--- src/rtl/sisc_ctrl_mc_if.sv ---
// Control-unit bus: IR fields, status and memory handshake in, datapath controls out.
// master = control unit, slave = datapath side.
interface sisc_ctrl_mc_if #(
  parameter int OP_W     = 4,
  parameter int MM_W     = 4,
  parameter int STAT_W   = 4,
  parameter int ALU_OP_W = 5
);
  logic [OP_W-1:0]     opcode;
  logic [MM_W-1:0]     mm;
  logic [STAT_W-1:0]   stat;
  logic                mem_ready;
  logic                ir_load;
  logic                pc_write;
  logic [1:0]          pc_sel;
  logic                rf_we;
  logic                wb_sel;
  logic                stat_en;
  logic [ALU_OP_W-1:0] alu_op;
  logic                mem_rd;
  logic                mem_wr;
  logic                illegal;
  logic                halted;
  logic                mem_err;

  modport master (
    input  opcode, mm, stat, mem_ready,
    output ir_load, pc_write, pc_sel, rf_we, wb_sel, stat_en, alu_op,
           mem_rd, mem_wr, illegal, halted, mem_err
  );

  modport slave (
    output opcode, mm, stat, mem_ready,
    input  ir_load, pc_write, pc_sel, rf_we, wb_sel, stat_en, alu_op,
           mem_rd, mem_wr, illegal, halted, mem_err
  );
endinterface

--- src/rtl/sisc_ctrl_mc.sv ---
// Multi-cycle SISC control unit: fetch/decode/execute/mem/writeback sequencing with
// flag-conditional branches, ready-handshake memory phase with timeout, and halt.
module sisc_ctrl_mc #(
  parameter int OP_W        = 4,
  parameter int MM_W        = 4,
  parameter int STAT_W      = 4,
  parameter int ALU_OP_W    = 5,
  parameter int MEM_TIMEOUT = 16
) (
  input logic            clk,
  input logic            rst_f,
  sisc_ctrl_mc_if.master bus
);
  localparam int CNT_W = $clog2(MEM_TIMEOUT + 1);
  localparam logic [CNT_W-1:0] CNT_LAST = CNT_W'(MEM_TIMEOUT - 1);
  localparam logic [OP_W-1:0] OP_ALUR = OP_W'(1);
  localparam logic [OP_W-1:0] OP_ALUI = OP_W'(2);
  localparam logic [OP_W-1:0] OP_LOD  = OP_W'(3);
  localparam logic [OP_W-1:0] OP_STR  = OP_W'(4);
  localparam logic [OP_W-1:0] OP_BRA  = OP_W'(5);
  localparam logic [OP_W-1:0] OP_BRR  = OP_W'(6);
  localparam logic [OP_W-1:0] OP_HLT  = '1;

  typedef enum logic [2:0] {
    S_START0    = 3'd0,
    S_START1    = 3'd1,
    S_FETCH     = 3'd2,
    S_DECODE    = 3'd3,
    S_EXECUTE   = 3'd4,
    S_MEM       = 3'd5,
    S_WRITEBACK = 3'd6,
    S_HALT      = 3'd7
  } state_t;

  state_t            state_q, state_d;
  logic [CNT_W-1:0]  cnt_q, cnt_d;
  logic              err_q, err_d;

  logic                is_alu_s, is_lod_s, is_str_s, is_mem_s, is_br_s, is_hlt_s;
  logic                illegal_s, taken_s;
  logic [ALU_OP_W-2:0] mm_ext_s;
  logic [ALU_OP_W-1:0] alu_val_s;

  // Opcode decode, branch condition and ALU operation value
  always_comb begin
    is_alu_s  = (bus.opcode == OP_ALUR) || (bus.opcode == OP_ALUI);
    is_lod_s  = (bus.opcode == OP_LOD);
    is_str_s  = (bus.opcode == OP_STR);
    is_mem_s  = is_lod_s || is_str_s;
    is_br_s   = (bus.opcode == OP_BRA) || (bus.opcode == OP_BRR);
    is_hlt_s  = (bus.opcode == OP_HLT);
    illegal_s = (bus.opcode > OP_BRR) && !is_hlt_s;
    taken_s   = (bus.mm == '0) || ((bus.stat & bus.mm[STAT_W-1:0]) != '0);
    mm_ext_s  = '0;
    mm_ext_s[MM_W-1:0] = bus.mm;
    if (is_mem_s) begin
      alu_val_s = {1'b1, {(ALU_OP_W-1){1'b0}}};
    end else begin
      alu_val_s = {(bus.opcode == OP_ALUI), mm_ext_s};
    end
  end

  // State, timeout counter and sticky error registers
  always_ff @(posedge clk) begin
    if (!rst_f) begin
      state_q <= S_START0;
      cnt_q   <= '0;
      err_q   <= 1'b0;
    end else begin
      state_q <= state_d;
      cnt_q   <= cnt_d;
      err_q   <= err_d;
    end
  end

  // Next-state logic; the counter is zeroed in EXECUTE so every MEM visit starts fresh
  always_comb begin
    state_d = state_q;
    cnt_d   = cnt_q;
    err_d   = err_q;
    case (state_q)
      S_START0: state_d = S_START1;
      S_START1: state_d = S_FETCH;
      S_FETCH:  state_d = S_DECODE;
      S_DECODE: state_d = S_EXECUTE;
      S_EXECUTE: begin
        cnt_d = '0;
        if (is_alu_s) begin
          state_d = S_WRITEBACK;
        end else if (is_mem_s) begin
          state_d = S_MEM;
        end else if (is_hlt_s) begin
          state_d = S_HALT;
        end else begin
          state_d = S_FETCH;
        end
      end
      S_MEM: begin
        // ready wins over a timeout reached in the same cycle
        if (bus.mem_ready) begin
          state_d = is_lod_s ? S_WRITEBACK : S_FETCH;
        end else if (cnt_q == CNT_LAST) begin
          state_d = S_HALT;
          err_d   = 1'b1;
        end else begin
          cnt_d = cnt_q + CNT_W'(1);
        end
      end
      S_WRITEBACK: state_d = S_FETCH;
      S_HALT:      state_d = S_HALT;
      default:     state_d = S_START0;
    endcase
  end

  // Control outputs from current state and IR fields
  always_comb begin
    bus.ir_load  = 1'b0;
    bus.pc_write = 1'b0;
    bus.pc_sel   = 2'b00;
    bus.rf_we    = 1'b0;
    bus.wb_sel   = 1'b0;
    bus.stat_en  = 1'b0;
    bus.alu_op   = '0;
    bus.mem_rd   = 1'b0;
    bus.mem_wr   = 1'b0;
    bus.illegal  = 1'b0;
    bus.halted   = 1'b0;
    bus.mem_err  = err_q;
    case (state_q)
      S_FETCH: begin
        bus.ir_load  = 1'b1;
        bus.pc_write = 1'b1;
        bus.pc_sel   = 2'b00;
      end
      S_DECODE: bus.illegal = illegal_s;
      S_EXECUTE: begin
        if (is_alu_s) begin
          bus.alu_op  = alu_val_s;
          bus.stat_en = 1'b1;
        end else if (is_mem_s) begin
          bus.alu_op = alu_val_s;
        end else if (is_br_s && taken_s) begin
          bus.pc_write = 1'b1;
          bus.pc_sel   = (bus.opcode == OP_BRA) ? 2'b01 : 2'b10;
        end else begin
          bus.alu_op = '0;
        end
      end
      S_MEM: begin
        bus.alu_op = alu_val_s;
        bus.mem_rd = is_lod_s;
        bus.mem_wr = is_str_s;
      end
      S_WRITEBACK: begin
        bus.rf_we  = 1'b1;
        bus.wb_sel = is_lod_s;
        bus.alu_op = alu_val_s;
      end
      S_HALT:  bus.halted = 1'b1;
      default: bus.halted = 1'b0;
    endcase
  end
endmodule

--- src/flat_wrapper.sv ---
// flat-port wrapper written by rule: the top's interface ports become plain ports
module sisc_ctrl_mc_flat 
#(
  parameter int OP_W        = 4,
  parameter int MM_W        = 4,
  parameter int STAT_W      = 4,
  parameter int ALU_OP_W    = 5,
  parameter int MEM_TIMEOUT = 16
)
  (clk, rst_f, bus_opcode, bus_mm, bus_stat, bus_mem_ready, bus_ir_load, bus_pc_write, bus_pc_sel, bus_rf_we, bus_wb_sel, bus_stat_en, bus_alu_op, bus_mem_rd, bus_mem_wr, bus_illegal, bus_halted, bus_mem_err);
  sisc_ctrl_mc_if #(.OP_W(OP_W), .MM_W(MM_W), .STAT_W(STAT_W), .ALU_OP_W(ALU_OP_W)) bus_i ();
  input logic clk;
  input logic rst_f;
  input wire logic [$bits(bus_i.opcode)-1:0] bus_opcode;
  input wire logic [$bits(bus_i.mm)-1:0] bus_mm;
  input wire logic [$bits(bus_i.stat)-1:0] bus_stat;
  input wire logic [$bits(bus_i.mem_ready)-1:0] bus_mem_ready;
  output wire logic [$bits(bus_i.ir_load)-1:0] bus_ir_load;
  output wire logic [$bits(bus_i.pc_write)-1:0] bus_pc_write;
  output wire logic [$bits(bus_i.pc_sel)-1:0] bus_pc_sel;
  output wire logic [$bits(bus_i.rf_we)-1:0] bus_rf_we;
  output wire logic [$bits(bus_i.wb_sel)-1:0] bus_wb_sel;
  output wire logic [$bits(bus_i.stat_en)-1:0] bus_stat_en;
  output wire logic [$bits(bus_i.alu_op)-1:0] bus_alu_op;
  output wire logic [$bits(bus_i.mem_rd)-1:0] bus_mem_rd;
  output wire logic [$bits(bus_i.mem_wr)-1:0] bus_mem_wr;
  output wire logic [$bits(bus_i.illegal)-1:0] bus_illegal;
  output wire logic [$bits(bus_i.halted)-1:0] bus_halted;
  output wire logic [$bits(bus_i.mem_err)-1:0] bus_mem_err;
  assign bus_i.opcode = bus_opcode;
  assign bus_i.mm = bus_mm;
  assign bus_i.stat = bus_stat;
  assign bus_i.mem_ready = bus_mem_ready;
  assign bus_ir_load = bus_i.ir_load;
  assign bus_pc_write = bus_i.pc_write;
  assign bus_pc_sel = bus_i.pc_sel;
  assign bus_rf_we = bus_i.rf_we;
  assign bus_wb_sel = bus_i.wb_sel;
  assign bus_stat_en = bus_i.stat_en;
  assign bus_alu_op = bus_i.alu_op;
  assign bus_mem_rd = bus_i.mem_rd;
  assign bus_mem_wr = bus_i.mem_wr;
  assign bus_illegal = bus_i.illegal;
  assign bus_halted = bus_i.halted;
  assign bus_mem_err = bus_i.mem_err;
  sisc_ctrl_mc #(.OP_W(OP_W), .MM_W(MM_W), .STAT_W(STAT_W), .ALU_OP_W(ALU_OP_W), .MEM_TIMEOUT(MEM_TIMEOUT)) u_core (.clk(clk), .rst_f(rst_f), .bus(bus_i));
endmodule
--- config.mk ---
export PLATFORM = sky130hd
export DESIGN_NAME = sisc_ctrl_mc_flat
export DESIGN_NICKNAME = d
export VERILOG_FILES = /design/src/rtl/sisc_ctrl_mc_if.sv /design/src/rtl/sisc_ctrl_mc.sv /design/src/flat_wrapper.sv
export SDC_FILE = /design/constraint.sdc
export NUM_CORES = 1
export LEC_CHECK = 0
export CELL_PAD_IN_SITES_DETAIL_PLACEMENT = 0
export CELL_PAD_IN_SITES_GLOBAL_PLACEMENT = 1
export CORE_AREA = 10 10 60 62
export CTS_CLUSTER_SIZE = 10
export DETAILED_ROUTE_END_ITERATION = 8
export DIE_AREA = 0 0 70 72
export GPL_TIMING_DRIVEN = 0
export HOLD_SLACK_MARGIN = 0.06
export PLACE_DENSITY_LB_ADDON = 0.05
export SLEW_MARGIN = 20
export SYNTH_ARGS = -nofsm -noshare
export SYNTH_HDL_FRONTEND = slang
export SYNTH_SLANG_ARGS = --single-unit
--- constraint.sdc ---
create_clock -name clk -period 5.06 [get_ports clk]
set_input_delay 0.506 -clock clk [delete_from_list [all_inputs] [get_ports clk]]
set_output_delay 0.506 -clock clk [all_outputs]
set_load 0.005 [all_outputs]
* After elaboration in Yosys (flattened, before gate mapping)
Cells that the tools add are included.
Word-level totals: register bits after elaboration 9, input port bits 15, output and inout port bits 17, word-level logic and storage cells 72
Cells by class: $add $sub $neg 1, order comparisons 1, eq/ne operators 18, multiplexer cells 32, bitwise logic cells 2, reductions and logical operators 15
Operators by type and width (count):
- $mux W5 | 5
- $pmux W3 S7 | 1
- $pmux W5 S2 | 2
- $mux W3 | 6
- $eq A3 B3 Y1 const B | 4
- $eq A4 B3 Y1 const B | 3
- $mux W1 | 12
- $mux W2 | 5
- $eq A4 B2 Y1 const B | 2
- $eq A3 B2 Y1 const B | 2
- $reduce_and A3 Y1 | 2
- $add A5 B1 Y5 const B | 1
- $eq A5 B4 Y1 const B | 1
- $and A4 B4 Y4 | 1
- $eq A4 B1 Y1 const B | 1
- $eq A4 B4 Y1 const B | 1
- $gt A4 B3 Y1 const B | 1
- $logic_not A4 Y1 | 1
- $logic_or A1 B1 Y1 | 4
- $ne A2 B2 Y1 const B | 2
- $reduce_bool A4 Y1 | 1
- $reduce_or A2 Y1 | 2
- $eq A3 B1 Y1 const B | 1
- $logic_not A3 Y1 | 1
- other kinds (6) | 7

* Logic depth before layout (Yosys ltp)
word-level depth 8, depth in mapped cells 6, gate-level depth less buffers 6

* Least setup slack after synthesis
Ideal clock, no wire load.
kind input to output, start input port bus_mm[3], end output port bus_pc_sel[1], arrival 1.630 ns, data required time 4.554 ns, slack 2.924 ns, stages 3, path buffers 0, path through or4_1 a311o_1 nor3b_1
On the way: cells in the longest elaborated chain, start to end 8, elaborated cells between the ends (all ways) 9, classes of those cells 4 x mux; 1 x bitwise; 4 x reduce/logical
RTL lines:
- from (decl) | line flat_wrapper.sv:15 | input wire logic [$bits(bus_i.mm)-1:0] bus_mm;
- $and A4 B4 Y4 | line sisc_ctrl_mc.sv:53 | taken_s = (bus.mm == '0) || ((bus.stat & bus.mm[STAT_W-1:0]) != '0);
- $reduce_bool A4 Y1 | line sisc_ctrl_mc.sv:53
- $logic_or A1 B1 Y1 (*) | line sisc_ctrl_mc.sv:53
- $logic_and A1 B1 Y1 (*) | line sisc_ctrl_mc.sv:142 | end else if (is_br_s && taken_s) begin
- $mux W2 (*) | line sisc_ctrl_mc.sv:142
- $mux W2 (*) | line sisc_ctrl_mc.sv:140 | end else if (is_mem_s) begin
- $mux W2 (*) | line sisc_ctrl_mc.sv:137 | if (is_alu_s) begin
- $mux W2 (*) | line sisc_ctrl_mc.sv:129 | case (state_q)
- to (decl) | line flat_wrapper.sv:20 | output wire logic [$bits(bus_i.pc_sel)-1:0] bus_pc_sel;
Mark *: on every way between the ends. The rest lies on a longest branch, timed or not.

* Worst setup path in the final report
Ends and elaborated chain as after synthesis.

==> summary.txt <==
Place
  • # placed instances: 147
  • Gp weighted congestion: 0.768
  • Quantity of I/O buffers inserted on ports: 29
  • Total placed instance area: 1050 sq um
  • Post-DP HPWL: 1.85 mm

Yosys
  • Cell type with the largest total area after synthesis: dfxtp_1
  • Synth async-reset ratio: 0
  • Ys Warns: 0
  • Number of nets produced by synthesis: 105
  • Predominant post-synthesis flop cell: dfxtp_1
  • Number of flops mapped to enable cells by yosys: 0
  • Mapped Cells: 88
  • Flops & latches, synth: 9
  • Leading post-synthesis cells by cell area: dfxtp_1 (25%), nor3b_1 (5.2%), nor2_1 (4.1%)
  • Yosys cell types: 42
  • Synth Area per Inst: 8.26 sq um
  • Share of the synthesized area in the top cell type: 0.248
  • Sequential area share after synthesis: 0.248
  • Cell area after synthesis: 727 sq um

Drt
  • Remaining routing DRC violations: 0
  • Vias per cell: 5.39
  • Wire per inst: 15.5 microns
  • Wire length after detailed routing: 2.34 mm
  • Number of design-rule violations left by the first detailed-router iteration: 55
  • Final ANT Viol Nets: 0
  • Length of the first detailed-routing pass in iterations: 4
  • Total via count in the routed design: 814

Power
  • Sequential share of power: 0.406
  • Maximum vdd drop: 0.0987 mV
  • PD cells: 169 nW/um^2
  • Net switching power of the design: 51.4 uW
  • Relative contribution of the clock network to total power: 0.317
  • Switching part of the total: 0.282
  • Static power due to leakage: 0.000341 uW
  • Fraction of power consumed by combinational cells: 0.276
  • Internal portion of total power: 131 uW

Setup path
  • Top cell family by delay on the critical path: buffers and inverters
  • Category of the critical setup timing path: input port to output pin
  • Cell-by-cell trace of the critical path: clkdlybuf4s50_1, or4_1, a311o_1, nor3b_1, clkdlybuf4s50_1
  • R2R Path Start: u_core.cnt_q[0]
  • Kind of start point of the critical path: input port
  • R2R setup slack: 3.06 ns
  • Largest fanout on the critical path: 3
  • Critical path buffer and inverter count: 2
  • Worst setup EP type: output pin
  • Peak per-stage delay on the critical path: 0.53 ns
  • Data arrival time at the worst-slack endpoint: 2.60 ns
  • Required time of the worst setup path: 4.55 ns
  • Standard cell with the maximum stage delay on the critical path: or4_1
  • Most prevalent standard cell on the critical path: clkdlybuf4s50_1
  • R2R cell count: 6
  • Capture instance of the worst register-to-register path: u_core.cnt_q[1]

STA
  • Worst relative slew slack: 0.677
  • Setup repair after global routing missed its margin: no
  • Post-route minimum period: 3.11 ns
  • Number of endpoints failing setup at the final stage: 0
  • Max Transition Viols Final: 0
  • Number of hold violations in the final report: 0
  • Setup clock skew after layout: 0.00386 ns
  • Final setup TNS: 0 ns
  • Post-route fraction of the period consumed by the critical path: 0.614
  • Maximum clock frequency: 322 MHz
  • Transition time at the pin with the least slew margin: 0.472 ns

Clock tree
  • Cts hold-fix bufs: 0
  • Inserted Clock Buffers: 3
  • Clock root cell: clkbuf_4
  • Sink Count: 9
  • Number of buffers on the longest clock path: 2
  • Number of H-tree levels: 1
  • Clock tree from TritonCTS: built
  • Worst-path clk slew: 0.06 ns
  • Post-CTS setup buffer count: 0
  • Worst-Skew Late Latency: 0.27 ns
  • Post-cts gate resize count: 0

Floorplanning
  • Starting density of the core: 0.299
  • Die height: 72 microns
  • Placement Rows: 18
  • Placeable Area: 2430 sq um
  • Area of the die: 5040 sq um
  • Count of boundary I/O pins: 32
  • Die width: 70 microns

Final layout
  • Design Area, Final: 1080 sq um
  • Area taken by flip-flops and latches: 180 sq um
  • Fraction of layout instances using a drive strength above 1: 0.0826
  • Antenna diode count: 0
  • Layout overhead on the synthesized area: 48.7%
  • Count of fill cells added during filler insertion: 258
  • Area of the multi-input gates: 507 sq um
  • Final net count: 139
  • Final non-filler cell total: 151

Global route
  • Initial antenna violation count: 0
  • Via count of the first global-routing pass: 862
  • First-pass GRT wire length: 4.02 mm
  • Remaining global-route overflow: 0
  • Pin count of the biggest net entering global routing: 11
  • GRT Resource Usage Total: 0.0948

Status
  • Run status: finished clean

Min path
  • Min-delay worst type: flop to flop
  • Cell depth of the worst min-delay path: 2
  • Endpoint, Worst Hold: u_core.cnt_q[3]
  • Startpoint of the most critical hold path: u_core.cnt_q[3]

Run
  • Max Cap Violations: 0
[flip-flops by register name, indices dropped and copies added (netlist names)]
signal              count
u_core.bus.mem_err      1
u_core.cnt_q            5
u_core.state_q          3
[cell families (layout without fill, tap and decap cells)]
group	count (synthesis)	count (layout)	synth area share
AOI/OAI and AO/OA	24	24	0.239
xor gates and xnor gates	3	3	0.0362
adders and majority gates	2	2	0.0344
buffers and inverters	8	41	0.0551
DFF	9	9	0.248
muxes	1	1	0.0138
and+or+nand+nor	41	41	0.374
[metal layers]
layer | routed length [microns] | global-route usage | vias up
met5 | 0 | 0 | -
met4 | 67 | 0.0658 | 0
met3 | 120 | 0.0245 | 5
met2 | 1200 | 0.166 | 16
met1 | 957 | 0.0973 | 385
li1 | - | - | 408
[tightest hold or removal path, cell delays in order, from the launching register on]
cell and delay (ns):
dfxtp_1 0.32, o31ai_1 0.06, a21oi_1 0.05
[how the worst max path moves through the flow]
stage,start,end,depth (start not counted)
after floorplan,bus_mm[3],bus_pc_sel[1],3
after global placement,bus_mm[3],bus_pc_sel[1],5
after detailed placement,bus_mm[3],bus_pc_sel[1],5
after CTS,bus_mm[3],bus_pc_sel[1],5
after global routing,bus_mm[3],bus_pc_sel[1],5
final,bus_mm[3],bus_pc_sel[1],5
[layout by cell type, fill, tap and decap left out, types with 2 or more instances in the layout]
master / Yosys / routed
nor2_1: 8 / 8
xnor2_1: 2 / 2
nand3_1: 2 / 2
buf_2: 2 / 2
nand4bb_1: 2 / 2
dfxtp_1: 9 / 9
clkbuf_4: 0 / 3
a21oi_1: 4 / 4
nor3b_1: 5 / 5
nor3_1: 3 / 3
o31ai_1: 2 / 2
nand2_1: 3 / 3
nand2b_1: 2 / 2
o21ai_0: 4 / 4
inv_1: 3 / 3
o41a_1: 2 / 2
or4_1: 4 / 4
ha_1: 2 / 2
or4b_1: 2 / 2
clkbuf_1: 2 / 3
a22oi_1: 2 / 2
clkdlybuf4s50_1: 0 / 29
a21boi_0: 2 / 2
[power by group through the flow]
stage	clock, uW	sequential (uW)	combinational, uW
final	57.8	74.0	50.3
after global routing	62.5	74.1	55.6
after CTS	59.3	74.0	50.6
after detailed placement	0	75.7	50.2
after global placement	0	75.6	50.5
after floorplan	0	75.5	27.6
[Yosys cell counts, drive strengths merged (2+ instances only)]
| library cell | number |
|---|---|
| dfxtp | 9 |
| nor2 | 8 |
| nor3b | 6 |
| a21oi | 4 |
| o21ai | 4 |
| or4 | 4 |
| buf | 3 |
| inv | 3 |
| nand2 | 3 |
| nor3 | 3 |
| a21boi | 2 |
| a22oi | 2 |
| clkbuf | 2 |
| ha | 2 |
| nand2b | 2 |
| nand3 | 2 |
| nand4bb | 2 |
| o31ai | 2 |
| o41a | 2 |
| or4b | 2 |
| xnor2 | 2 |
[cell type report]
type,instances,share of cell area
Buffer,5,0.0266
Timing Repair Buffer,29,0.269
Multi-Input combinational cell,71,0.469
Inverter,3,0.0104
Clock buffer,4,0.0243
Sequential cell,9,0.167
Tap cell,30,0.0347
[through the flow]
step,hold WS (ns),worst slack [ns],util,power [uW]
6_report,0.486,1.95,0.444,182
3_5_place_dp,0.473,1.93,0.434,126
3_3_place_gp,0.461,1.92,0.434,126
5_1_grt,0.495,1.83,0.444,192
2_1_floorplan,0.447,2.92,-,103
4_1_cts,0.483,1.93,0.444,184
Power figures use the tool's default switching activity.
